### config.mk
export PLATFORM = sky130hd
export DESIGN_NAME = cyclic_block_decoder
export DESIGN_NICKNAME = d
export VERILOG_FILES = /design/src/rtl/cyclic_block_decoder.sv
export SDC_FILE = /design/constraint.sdc
export NUM_CORES = 1
export LEC_CHECK = 0
export CAP_MARGIN = 20
export CORE_MARGIN = 2
export CORE_UTILIZATION = 46
export CTS_CLUSTER_SIZE = 40
export DETAILED_ROUTE_END_ITERATION = 7
export HOLD_SLACK_MARGIN = 0.03
export PLACE_DENSITY = 0.77
export SYNTH_ARGS = -nofsm -noshare
export SYNTH_HDL_FRONTEND = slang
export SYNTH_SLANG_ARGS = --single-unit
### constraint.sdc
create_clock -name clk -period 2.3 [get_ports clk]
set_input_delay 0.23 -clock clk [delete_from_list [all_inputs] [get_ports clk]]
set_output_delay 0.23 -clock clk [all_outputs]
set_load 0.1 [all_outputs]
### src/rtl/cyclic_block_decoder.sv
// Serial cyclic-code decoder: LFSR syndrome, single-bit error search, MSB-first message out.
// Optional frame counters when CBD_ERR_COUNT_EN is defined.
module cyclic_block_decoder #(
  parameter int             N = 7,
  parameter int             K = 3,
  parameter logic [N-K:0]   G = 5'b10111
) (
  input  logic        clk,
  input  logic        rst,
  input  logic        in_valid,
  input  logic        in_bit,
  input  logic        in_sof,
  output logic        in_ready,
  output logic        out_valid,
  output logic        out_bit,
  input  logic        out_ready,
  output logic        out_last,
  output logic        out_corr,
  output logic        out_err,
  output logic [15:0] cnt_corr,
  output logic [15:0] cnt_err
);

  localparam int R  = N - K;
  localparam int CW = $clog2(N + 1);
  localparam logic [CW-1:0] NM1 = CW'(N - 1);
  localparam logic [CW-1:0] KM1 = CW'(K - 1);

  typedef enum logic [1:0] {
    IDLE,
    RECV,
    SEARCH,
    SEND
  } state_t;

  state_t state, state_nx;

  logic [N-1:0]  frame;
  logic [R-1:0]  s;
  logic [R-1:0]  p;
  logic [CW-1:0] cnt;
  logic [CW-1:0] pos;
  logic          found;
  logic          corr;
  logic          err;

  logic [R:0]    st;
  logic [R:0]    pt;
  logic [R-1:0]  s_sh;
  logic [R-1:0]  p_nx;
  logic          acc_in;
  logic          hit;
  logic          any;
  logic [CW-1:0] fpos;
  logic          rx_last;
  logic          srch_last;
  logic          tx_last;

  // One-step polynomial reductions: append a bit / multiply by x, then mod G
  always_comb begin
    st = {s, in_bit};
    if (st[R]) st = st ^ G;
    pt = {p, 1'b0};
    if (pt[R]) pt = pt ^ G;
  end

  assign s_sh      = st[R-1:0];
  assign p_nx      = pt[R-1:0];
  assign acc_in    = in_valid && in_ready;
  assign hit       = !found && (p == s);
  assign any       = found || hit;
  assign fpos      = hit ? cnt : pos;
  assign rx_last   = (cnt == NM1);
  assign srch_last = (state == SEARCH) && (cnt == NM1);
  assign tx_last   = (cnt == KM1);

  always_ff @(posedge clk or posedge rst) begin
    if (rst) state <= IDLE;
    else     state <= state_nx;
  end

  always_comb begin
    state_nx  = state;
    in_ready  = 1'b0;
    out_valid = 1'b0;
    out_bit   = 1'b0;
    out_last  = 1'b0;
    unique case (state)
      IDLE: begin
        in_ready = 1'b1;
        if (acc_in && in_sof) state_nx = RECV;
      end
      RECV: begin
        in_ready = 1'b1;
        if (acc_in && !in_sof && rx_last)
          state_nx = (s_sh == '0) ? SEND : SEARCH;
      end
      SEARCH: begin
        if (cnt == NM1) state_nx = SEND;
      end
      SEND: begin
        out_valid = 1'b1;
        out_bit   = frame[N-1];
        out_last  = tx_last;
        if (out_ready && tx_last) state_nx = IDLE;
      end
      default: state_nx = IDLE;
    endcase
  end

  always_ff @(posedge clk or posedge rst) begin
    if (rst) begin
      frame <= '0;
      s     <= '0;
      p     <= '0;
      cnt   <= '0;
      pos   <= '0;
      found <= 1'b0;
      corr  <= 1'b0;
      err   <= 1'b0;
    end else begin
      case (state)
        IDLE: begin
          if (acc_in && in_sof) begin
            frame <= N'(in_bit);
            s     <= R'(in_bit);
            cnt   <= CW'(1);
            corr  <= 1'b0;
            err   <= 1'b0;
          end
        end
        RECV: begin
          if (acc_in) begin
            if (in_sof) begin
              frame <= N'(in_bit);
              s     <= R'(in_bit);
              cnt   <= CW'(1);
            end else begin
              frame <= {frame[N-2:0], in_bit};
              s     <= s_sh;
              if (rx_last) begin
                cnt   <= '0;
                p     <= R'(1);
                found <= 1'b0;
                pos   <= '0;
              end else begin
                cnt <= cnt + CW'(1);
              end
            end
          end
        end
        SEARCH: begin
          p <= p_nx;
          if (hit) begin
            found <= 1'b1;
            pos   <= cnt;
          end
          if (cnt == NM1) begin
            cnt  <= '0;
            corr <= any;
            err  <= !any;
            if (any) frame[fpos] <= ~frame[fpos];
          end else begin
            cnt <= cnt + CW'(1);
          end
        end
        SEND: begin
          if (out_ready) begin
            frame <= {frame[N-2:0], 1'b0};
            if (tx_last) begin
              cnt  <= '0;
              corr <= 1'b0;
              err  <= 1'b0;
            end else begin
              cnt <= cnt + CW'(1);
            end
          end
        end
        default: ;
      endcase
    end
  end

  assign out_corr = corr;
  assign out_err  = err;

`ifdef CBD_ERR_COUNT_EN
  always_ff @(posedge clk or posedge rst) begin
    if (rst) begin
      cnt_corr <= '0;
      cnt_err  <= '0;
    end else if (srch_last) begin
      if (any && cnt_corr != 16'hFFFF) cnt_corr <= cnt_corr + 16'd1;
      if (!any && cnt_err != 16'hFFFF) cnt_err <= cnt_err + 16'd1;
    end
  end
`else
  assign cnt_corr = '0;
  assign cnt_err  = '0;
`endif

endmodule

# Yosys cells after proc, flatten, opt, wreduce, memory -nomap -nowiden
# Cells that the tools add are included.
dict set report classes {
  n_addsub 1
  bitwise 3
  mux 56
  reduce_logical 24
  eq_ne 17
  magnitude_cmp 2
}
# operator n
set ops {}
lappend ops {{$mux 7} 6}
lappend ops {{$mux 3} 12}
lappend ops {{$pmux 7 s4} 1}
lappend ops {{$mux 4} 6}
lappend ops {{$ne 2x2->1 const B} 11}
lappend ops {{$mux 1} 16}
lappend ops {{$pmux 4 s2} 2}
lappend ops {{$reduce_and 5->1} 3}
lappend ops {{$pmux 3 s4} 1}
lappend ops {{$mux 2} 4}
lappend ops {{$pmux 2 s4} 1}
lappend ops {{$reduce_and 4->1} 2}
lappend ops {{$bwmux 7} 1}
lappend ops {{$logic_and 1x1->1} 7}
lappend ops {{$not 3->3} 2}
lappend ops {{$pmux 1 s3} 2}
lappend ops {{$pmux 3 s2} 1}
lappend ops {{$reduce_and 3->1} 2}
lappend ops {{$eq 2x2->1 const B} 2}
lappend ops {{$eq 4x4->1} 1}
lappend ops {{$logic_not 4->1} 1}
lappend ops {{$lt 3x4->1 const B} 1}
lappend ops {{$reduce_bool 2->1} 2}
lappend ops {{$add 3x1->3 const B} 1}
lappend ops {{13 further kinds} 15}
dict set report word_totals {
  input_bits 6
  ff_bits 26
}

# Longest topological paths before layout
# Gate-level depths: netlist of the first run.
dict set report depth {
  word_depth 11
  mapped_depth 10
  ltp_nobuf 8
}

# Worst setup path before layout of the first run
# Ideal clock, no wire load.
dict set report synth_timing {
  path_kind {register -> output}
  start {register state[1]}
  end {output out_last}
  arrival_time_ns 2.671
  path_stages_with_launch 4
  n_path_buf 0
  t_required_ns 2.070
  slack_ns -0.601
  path_cell_list {dfrtp_1 ha_1 inv_1 nor2_1}
}
dict set report synth_via {
  elab_chain_len 2
}
# element line
set synth_lines {}
lappend synth_lines {{start: declaration} 36} ;# state_t state, state_nx;
lappend synth_lines {{start signal: assignment} 79} ;# else state <= state_nx;
lappend synth_lines {{$eq 2x2->1} 88} ;# unique case (state)
lappend synth_lines {{$mux 1} 88}
lappend synth_lines {{end: declaration} 17} ;# output logic out_last,
# No other way between the ends.

# Final worst setup path of the first run
dict set report layout_timing {
  start {register s[3]}
  end {register frame[2]}
}
dict set report layout_via {
  elab_chain_len 11
  elab_cells_between_ends 18
  cone_classes {order compare (2); eq/ne (2); mux (9); bitwise (1); reduce/logical (4)}
}
# element line
set layout_lines {}
lappend layout_lines {{start: declaration} 39} ;# logic [R-1:0] s;
lappend layout_lines {{start signal: assignment} 126} ;# s <= R'(in_bit);
lappend layout_lines {{start signal: assignment} 136} ;# s <= R'(in_bit);
lappend layout_lines {{start signal: assignment} 140} ;# s <= s_sh;
lappend layout_lines {{$eq 4x4->1 *} 70} ;# assign hit = !found && (p == s);
lappend layout_lines {{$logic_and 1x1->1 *} 70}
lappend layout_lines {{$mux 3} n/a}
lappend layout_lines {{$lt 3x4->1 (not written as such) / $ge 3x1->1 (equally long branches)} 162} ;# if (any) frame[fpos] <= ~frame[fpos];
lappend layout_lines {{$logic_and 1x1->1 (not written as such)} 162}
lappend layout_lines {{$mux 1 (not written as such)} 162}
lappend layout_lines {{$demux 1 s3} 162}
lappend layout_lines {{$bwmux 7} 162}
lappend layout_lines {{$mux 7} 162}
lappend layout_lines {{$mux 7} 158} ;# if (cnt == NM1) begin
lappend layout_lines {{$pmux 7 s4} 122} ;# case (state)
lappend layout_lines {{end signal: assignment} 125} ;# frame <= N'(in_bit);
lappend layout_lines {{end signal: indexed assignment} 162}
lappend layout_lines {{end signal: assignment} 169} ;# frame <= {frame[N-2:0], 1'b0};
lappend layout_lines {{end: declaration} 38} ;# logic [N-1:0] frame;
# Mark *: on every way between the ends. The rest lies on a longest branch, timed or not. The select of a mux whose other input is x is not followed.
# A chain may end at the register's enable or synchronous reset.

==> results.yml, run 1 <==
outcome:
  status: "complete, no violations"
synthesis:
  ys_async_sr_fraction_pct: 100.0
  yosys.area_share.simple_pct: 21.67
  synth-xor-area-share_pct: 4.383
  avgSynthCellArea_sq_um: 8.576
  synth.distinct_cells: 45
  yosys_warnings: 0
  ys.flop_type: "dfrtp_1"
  ys_ff_latch: 26
  synth_edf_count: 0
  synthAdderAreaFrac_pct: 3.757
  synthMuxAreaShare_pct: 5.448
  synth_compound_area_share_pct: 16.03
  synth_top_family_by_area: "simple AND/OR/NAND/NOR gates"
  syn_area_sq_mm: 0.001998
  synth_cells: 233
  synth-seq-area-share_pct: 32.56
placement:
  post-dp-hpwl_microns: 3034
  place_ws_ns: 0.08398
  place_congestion: 0.8474
  port-buffer-count: 11
  dpl_cell_area_sq_mm: 0.002112
sta:
  max_freq_mhz: 453.0
  layout_setup_ws_ns: 0.09270
  hold_viol: 0
  fin_hold_ws_ns: 0.3136
  period_minus_slack_ns: 2.207
  max_slew_margin_pct: 62.52
  drv_slew: 0
  finClkSkew_ns: 0.001670
  setup_tns_ns: 0
  fin_crit_sh_pct: 95.97
  setup_viol: 0
  worst_pin_slew_ns: 0.5610
  rsz0062_at_grt: "no"
layout:
  areaGrowthSynthToFinish_pct: 9.768
  stdcell_area_sq_mm: 0.002193
  final_cell_mix: "conb_1 (32), nand2_1 (28), dfrtp_1 (24)"
  final_common_cell: "conb_1"
  layout-drive-gt1-share_pct: 16.21
  nets: 266
  antenna_cells: 0
route:
  wl_per_cell_microns: 12.83
  drc: 0
  firstDrtPassIters: 4
  ant_nets: 0
  drt_first_iter_violations: 91
  num_vias: 1609
  wl_met3_microns: 163
  wl_met2_microns: 1891
  routed_wl_microns: 3889
  routed_via_density: 5.310
  top_layer: "met4"
  wl_met1_microns: 1818
critical_path:
  arrival_ns: 2.42
  startpoint: "s[3]$_DFFE_PP0P_"
  crit_slowest_cell: "or4b_1"
  endpoint_kind: "flip-flop"
  cp_top_family: "simple AND/OR/NAND/NOR gates"
  critPathLaunchType: "flip-flop"
  crit_path_max_incr_delay_ns: 0.50
  worstReg2RegStart: "s[3]$_DFFE_PP0P_"
  worstSetupPathType: "reg -> reg"
  path_buf_inv: 0
  worstPathRequired_ns: 2.51
  cp_cell_sequence: "xor2_1, nor4_4, nand2_4, mux2_4, or4b_1, nand3_1"
  worst-path-max-fanout: 8
pwr:
  total_power_mw: 3.440
  powerDensity_mw_per_mm2: 1568
  power_leakage_nw: 1.030
  peakVddDrop_uv: 1060
clock_tree:
  clkTransAtPathRegs_ns: 0.09
  htree_levels: 1
  clockRootBuffer: "clkbuf_8"
  cts_sinks: 26
  cts_buffers: 3
  clock_path_buffers: 2
  clock_latency_ns: 0.27
  cts_tree: "yes"
global_routing:
  antenna_found_initial: 0
  grt_max_degree: 27
  grt_pass1_vias: 1459
  grt_pass1_wl_microns: 6568
  grtUsageTotal_pct: 16.29
  overflow: 0
die:
  placementRows: 23
  die_x_microns: 69.91
  pin_count: 44
  die-area_sq_mm: 0.004887
  fp.coreArea_sq_mm: 0.004086
  initial_core_util_pct: 48.90
  die_height_microns: 69.91
worst_hold_path:
  hold_path_class: "in -> async"
job:
  maxCapViolCount: 0
==> per-stage QoR <==
stage / util (%) / instances
global placement: 51.68 / 299
floorplan: - / 264
global route: 53.67 / 303
finish: 53.67 / 303
detailed placement: 51.68 / 299
CTS: 53.03 / 303
==> path summary, 6_finish.rpt <==
| kind | endpoint | slack (ns) | cells past startpoint |
|---|---|---|---|
| min reg2reg | out_corr$_DFFE_PP0P_ | 0.53 | 2 |
| min in group clk | out_corr$_DFFE_PP0P_ | 0.53 | 2 |
| max | frame[2]$_DFFE_PP0P_ | 0.09 | 6 |
| min | frame[5]$_DFFE_PP0P_ | 0.31 | 3 |
| max reg2reg | frame[2]$_DFFE_PP0P_ | 0.09 | 6 |
| max in group asynchronous | p[3]$_DFFE_PP0P_ | 1.71 | 3 |
==> flip-flops by register name, summed over array words and instances, names as in the netlist <==
register,flops
p,4
pos,3
state,2
frame,7
out_err,1
out_corr,1
found,1
cnt,3
s,4
==> worst min-delay path, delay by kind of cell <==
kind	cells	cell delay, ns
buffers and inverters	3	0.76
==> power breakdown <==
part | internal [mW] | leakage [nW] | switching, mW | total [mW]
clock | 0.153 | 0.0288 | 0.146 | 0.299
combinational | 0.856 | 0.661 | 1.47 | 2.33
sequential | 0.621 | 0.340 | 0.189 | 0.810
total | 1.63 | 1.03 | 1.81 | 3.44
==> cells by family (layout without fill, tap and decap cells) <==
family          Yosys count  after routing
buf+inv                  50             39
fa+ha+maj                 6              6
mux                      10             10
xor+xnor                 10             10
other cells               1             32
compound gates           47             47
flops                    26             26
simple gates             83             83
==> layout make-up <==
cell class                      instances  area, sq um
Multi-Input combinational cell        188         1176
Inverter                               11        41.29
Tap cell                               50        62.56
Timing Repair Buffer                   24        205.2
Fill cell                             379         1893
Clock buffer                            4        55.05
Sequential cell                        26        653.1
==> metal layers <==
metal / vias up / track usage (%)
li1: 790 / -
met1: 777 / 21.70
met2: 40 / 27.72
met3: 2 / 3.463
met4: 0 / 2.564
met5: - / 0
==> Yosys cell counts (all sizes together), types with 2 or more instances <==
cell	count	share of area (%)
and3	2	0.69
nand2b	4	1.3
buf	32	12
a21oi	7	1.8
clkbuf	7	1.9
o211ai	6	2.3
a22oi	2	0.75
nor2	17	3.2
xor2	8	3.5
o21ai	13	3.3
a22o	4	1.9
nor3	2	0.50
dfrtp	26	33
o41ai	2	0.88
nand4	6	1.9
a211oi	3	1.1
nand2	29	5.8
inv	11	2.1
xnor2	2	0.88
ha	6	3.8
mux2	4	2.4
or4b	4	2.0
mux2i	6	3.0
nand3	8	2.0
nor2b	7	2.2
o21a	3	1.1
==> timing repair <==
item,4_1_cts,5_1_grt
gates resized for setup,0,7
hold endpoints to repair,0,0
buffers inserted,0,0
hold buffers,0,0
setup endpoints to repair,0,7
No activity file was read; power rests on OpenSTA's default activity.
==> inputs of run 2 (changes only) <==
--- a/config.mk
+++ b/config.mk
@@ -6,6 +6,7 @@
 export NUM_CORES = 1
 export LEC_CHECK = 0
 export CAP_MARGIN = 20
+export CORE_ASPECT_RATIO = 0.5
 export CORE_MARGIN = 2
 export CORE_UTILIZATION = 46
 export CTS_CLUSTER_SIZE = 40
==> run 2 against run 1 <==
  * First-iteration DRC count decreased by 24%
  * Final cell count increased by 2.0%
  * Routed wire length increased by 3.7%
  * Register-to-register slack improved by 0.02 ns
  * Sequential share of layout area decreased by 0.15 points
  * Cell area increased by 0.11%
  * Worst hold slack got worse by 0.0031 ns
  * Clock skew increased by 0.0078 ns
  * Setup slack improved by 0.020 ns
  * Die area increased by 0.66%
  * Critical path depth unchanged
  * Combinational power increased by 3%
  * Critical path type unchanged
  * Largest cell class unchanged
  * Largest power group unchanged
==> results.yml, run 2 (synthesis results as in run 1) <==
route:
  wl_per_cell_microns: 13.05
  routed_via_density: 5.246
  firstDrtPassIters: 4
  drc: 0
  ant_nets: 0
  routed_wl_microns: 4033
  num_vias: 1621
  drt_first_iter_violations: 69
layout:
  areaGrowthSynthToFinish_pct: 9.894
  largest_reg_flops: 7
  antenna_cells: 0
  fillCellCount: 358
  final_cell_mix: "conb_1 (32), nand2_1 (28), dfrtp_1 (26)"
  layout-drive-gt1-share_pct: 16.08
  nets: 269
  max_flop_register: "frame"
  largestRegisters: "frame (7), p (4), s (4)"
  final_common_cell: "conb_1"
  stdcell_area_sq_mm: 0.002196
placement:
  port-buffer-count: 11
  post-dp-hpwl_microns: 3080
  place_ws_ns: 0.1012
  place_congestion: 0.8383
  dpl_cell_area_sq_mm: 0.002140
global_routing:
  overflow: 0
  grt_pass1_vias: 1490
  grt_max_degree: 27
  grt_pass1_wl_microns: 6534
  antenna_found_initial: 0
  grtUsageTotal_pct: 16.39
clock_tree:
  cts_tree: "yes"
  cts_sinks: 26
  postCtsHoldBufs: 0
  cts_buffers: 3
  clockRootBuffer: "clkbuf_8"
  clock_latency_ns: 0.27
  clock_path_buffers: 2
  htree_levels: 1
  clkTransAtPathRegs_ns: 0.09
critical_path:
  path_buf_inv: 0
  r2r_slack_ns: 0.11
  worst-path-max-fanout: 5
  crit_path_max_incr_delay_ns: 0.45
  worstSetupPathType: "reg -> reg"
  critPathLaunchType: "flip-flop"
  cp_cell_sequence: "xor2_1, o41ai_1, nand4b_1, nor2_1, or4b_1, nand4_1"
  endpoint_kind: "flip-flop"
  crit_slowest_cell: "o41ai_1"
  arrival_ns: 2.39
  cp_top_family: "simple AND/OR/NAND/NOR gates"
  worstPathRequired_ns: 2.51
pwr:
  power_leakage_nw: 1.043
  clockPowerShare_pct: 7.4
  p_sw_share_pct: 53.03
  internal_power_mw: 1.613
  peakVddDrop_uv: 599.8
  power_frac_seq_pct: 22.7
  total_power_mw: 3.433
  p_switching_mw: 1.820
  p_comb_share_pct: 69.9
  powerDensity_mw_per_mm2: 1563
sta:
  period_minus_slack_ns: 2.187
  finClkSkew_ns: 0.009472
  max_slew_margin_pct: 60.78
  setup_viol: 0
  max_freq_mhz: 457.2
  worst_pin_slew_ns: 0.5844
  setup_tns_ns: 0
  layout_setup_ws_ns: 0.1129
  hold_viol: 0
  fin_crit_sh_pct: 95.09
  drv_slew: 0
outcome:
  status: "complete, no violations"
die:
  initial_core_util_pct: 49.66
  die_x_microns: 97.21
  die-area_sq_mm: 0.004919
  die_height_microns: 50.61
  fp.coreArea_sq_mm: 0.004024
  placementRows: 16
  pin_count: 44
job:
  maxCapViolCount: 0
worst_hold_path:
  hold_path_class: "in -> async"
## run 2: final timing paths
check                                       end  cells after the start                 from
min in group clk            out_err$_DFFE_PP0P_                      2  out_err$_DFFE_PP0P_
min reg2reg                 out_err$_DFFE_PP0P_                      2  out_err$_DFFE_PP0P_
max                        frame[6]$_DFFE_PP0P_                      6     s[2]$_DFFE_PP0P_
max reg2reg                frame[6]$_DFFE_PP0P_                      6     s[2]$_DFFE_PP0P_
min                        frame[4]$_DFFE_PP0P_                      3                  rst
max in group asynchronous  state[1]$_DFFE_PP0P_                      3                  rst
## run 2: metal layers
metal  wire length (microns)  vias to the layer above  track usage (%)
met5                       0                        -                0
met1                    1907                      768            20.71
met2                    1855                       60            28.13
li1                        -                      791                -
met3                     242                        2            3.343
met4                      27                        0            6.338
## run 2: area by class of cell
cell class	instances	area (sq um)	area share [%]
Multi-Input combinational cell	188	1167	53.16
Inverter	11	41.29	1.880
Clock buffer	3	41.29	1.880
Timing Repair Buffer	27	227.7	10.37
Tap cell	54	67.56	3.077
Sequential cell	26	650.6	29.63
## run 2: stage by stage
step                      cells  utilization [%]  hold WS (ns)
after floorplan             264                -        0.2700
after global placement      306            53.17        0.4988
after detailed placement    306            53.17        0.5139
after CTS                   309            54.20        0.3295
after global routing        309            54.57        0.3735
final                       309            54.57        0.3104
## run 2: power groups by stage
stage / Sequential, mW / Combinational, mW / Clock, mW
6_report: 0.778 / 2.40 / 0.255
5_1_grt: 0.802 / 2.58 / 0.277
4_1_cts: 0.776 / 2.35 / 0.261
3_5_place_dp: 0.785 / 2.34 / 0
3_3_place_gp: 0.774 / 2.29 / 0
2_1_floorplan: 0.827 / 1.72 / 0
## run 2: what timing repair did
action,4_1_cts,5_1_grt
setup endpoints to repair,0,6
gates resized for setup,0,4
buffers inserted,0,0
endpoints found under the hold margin,0,0
## run 2: worst min-delay path, delay by kind of cell
family	cells	cell delay, ns
buf+inv	3	0.76
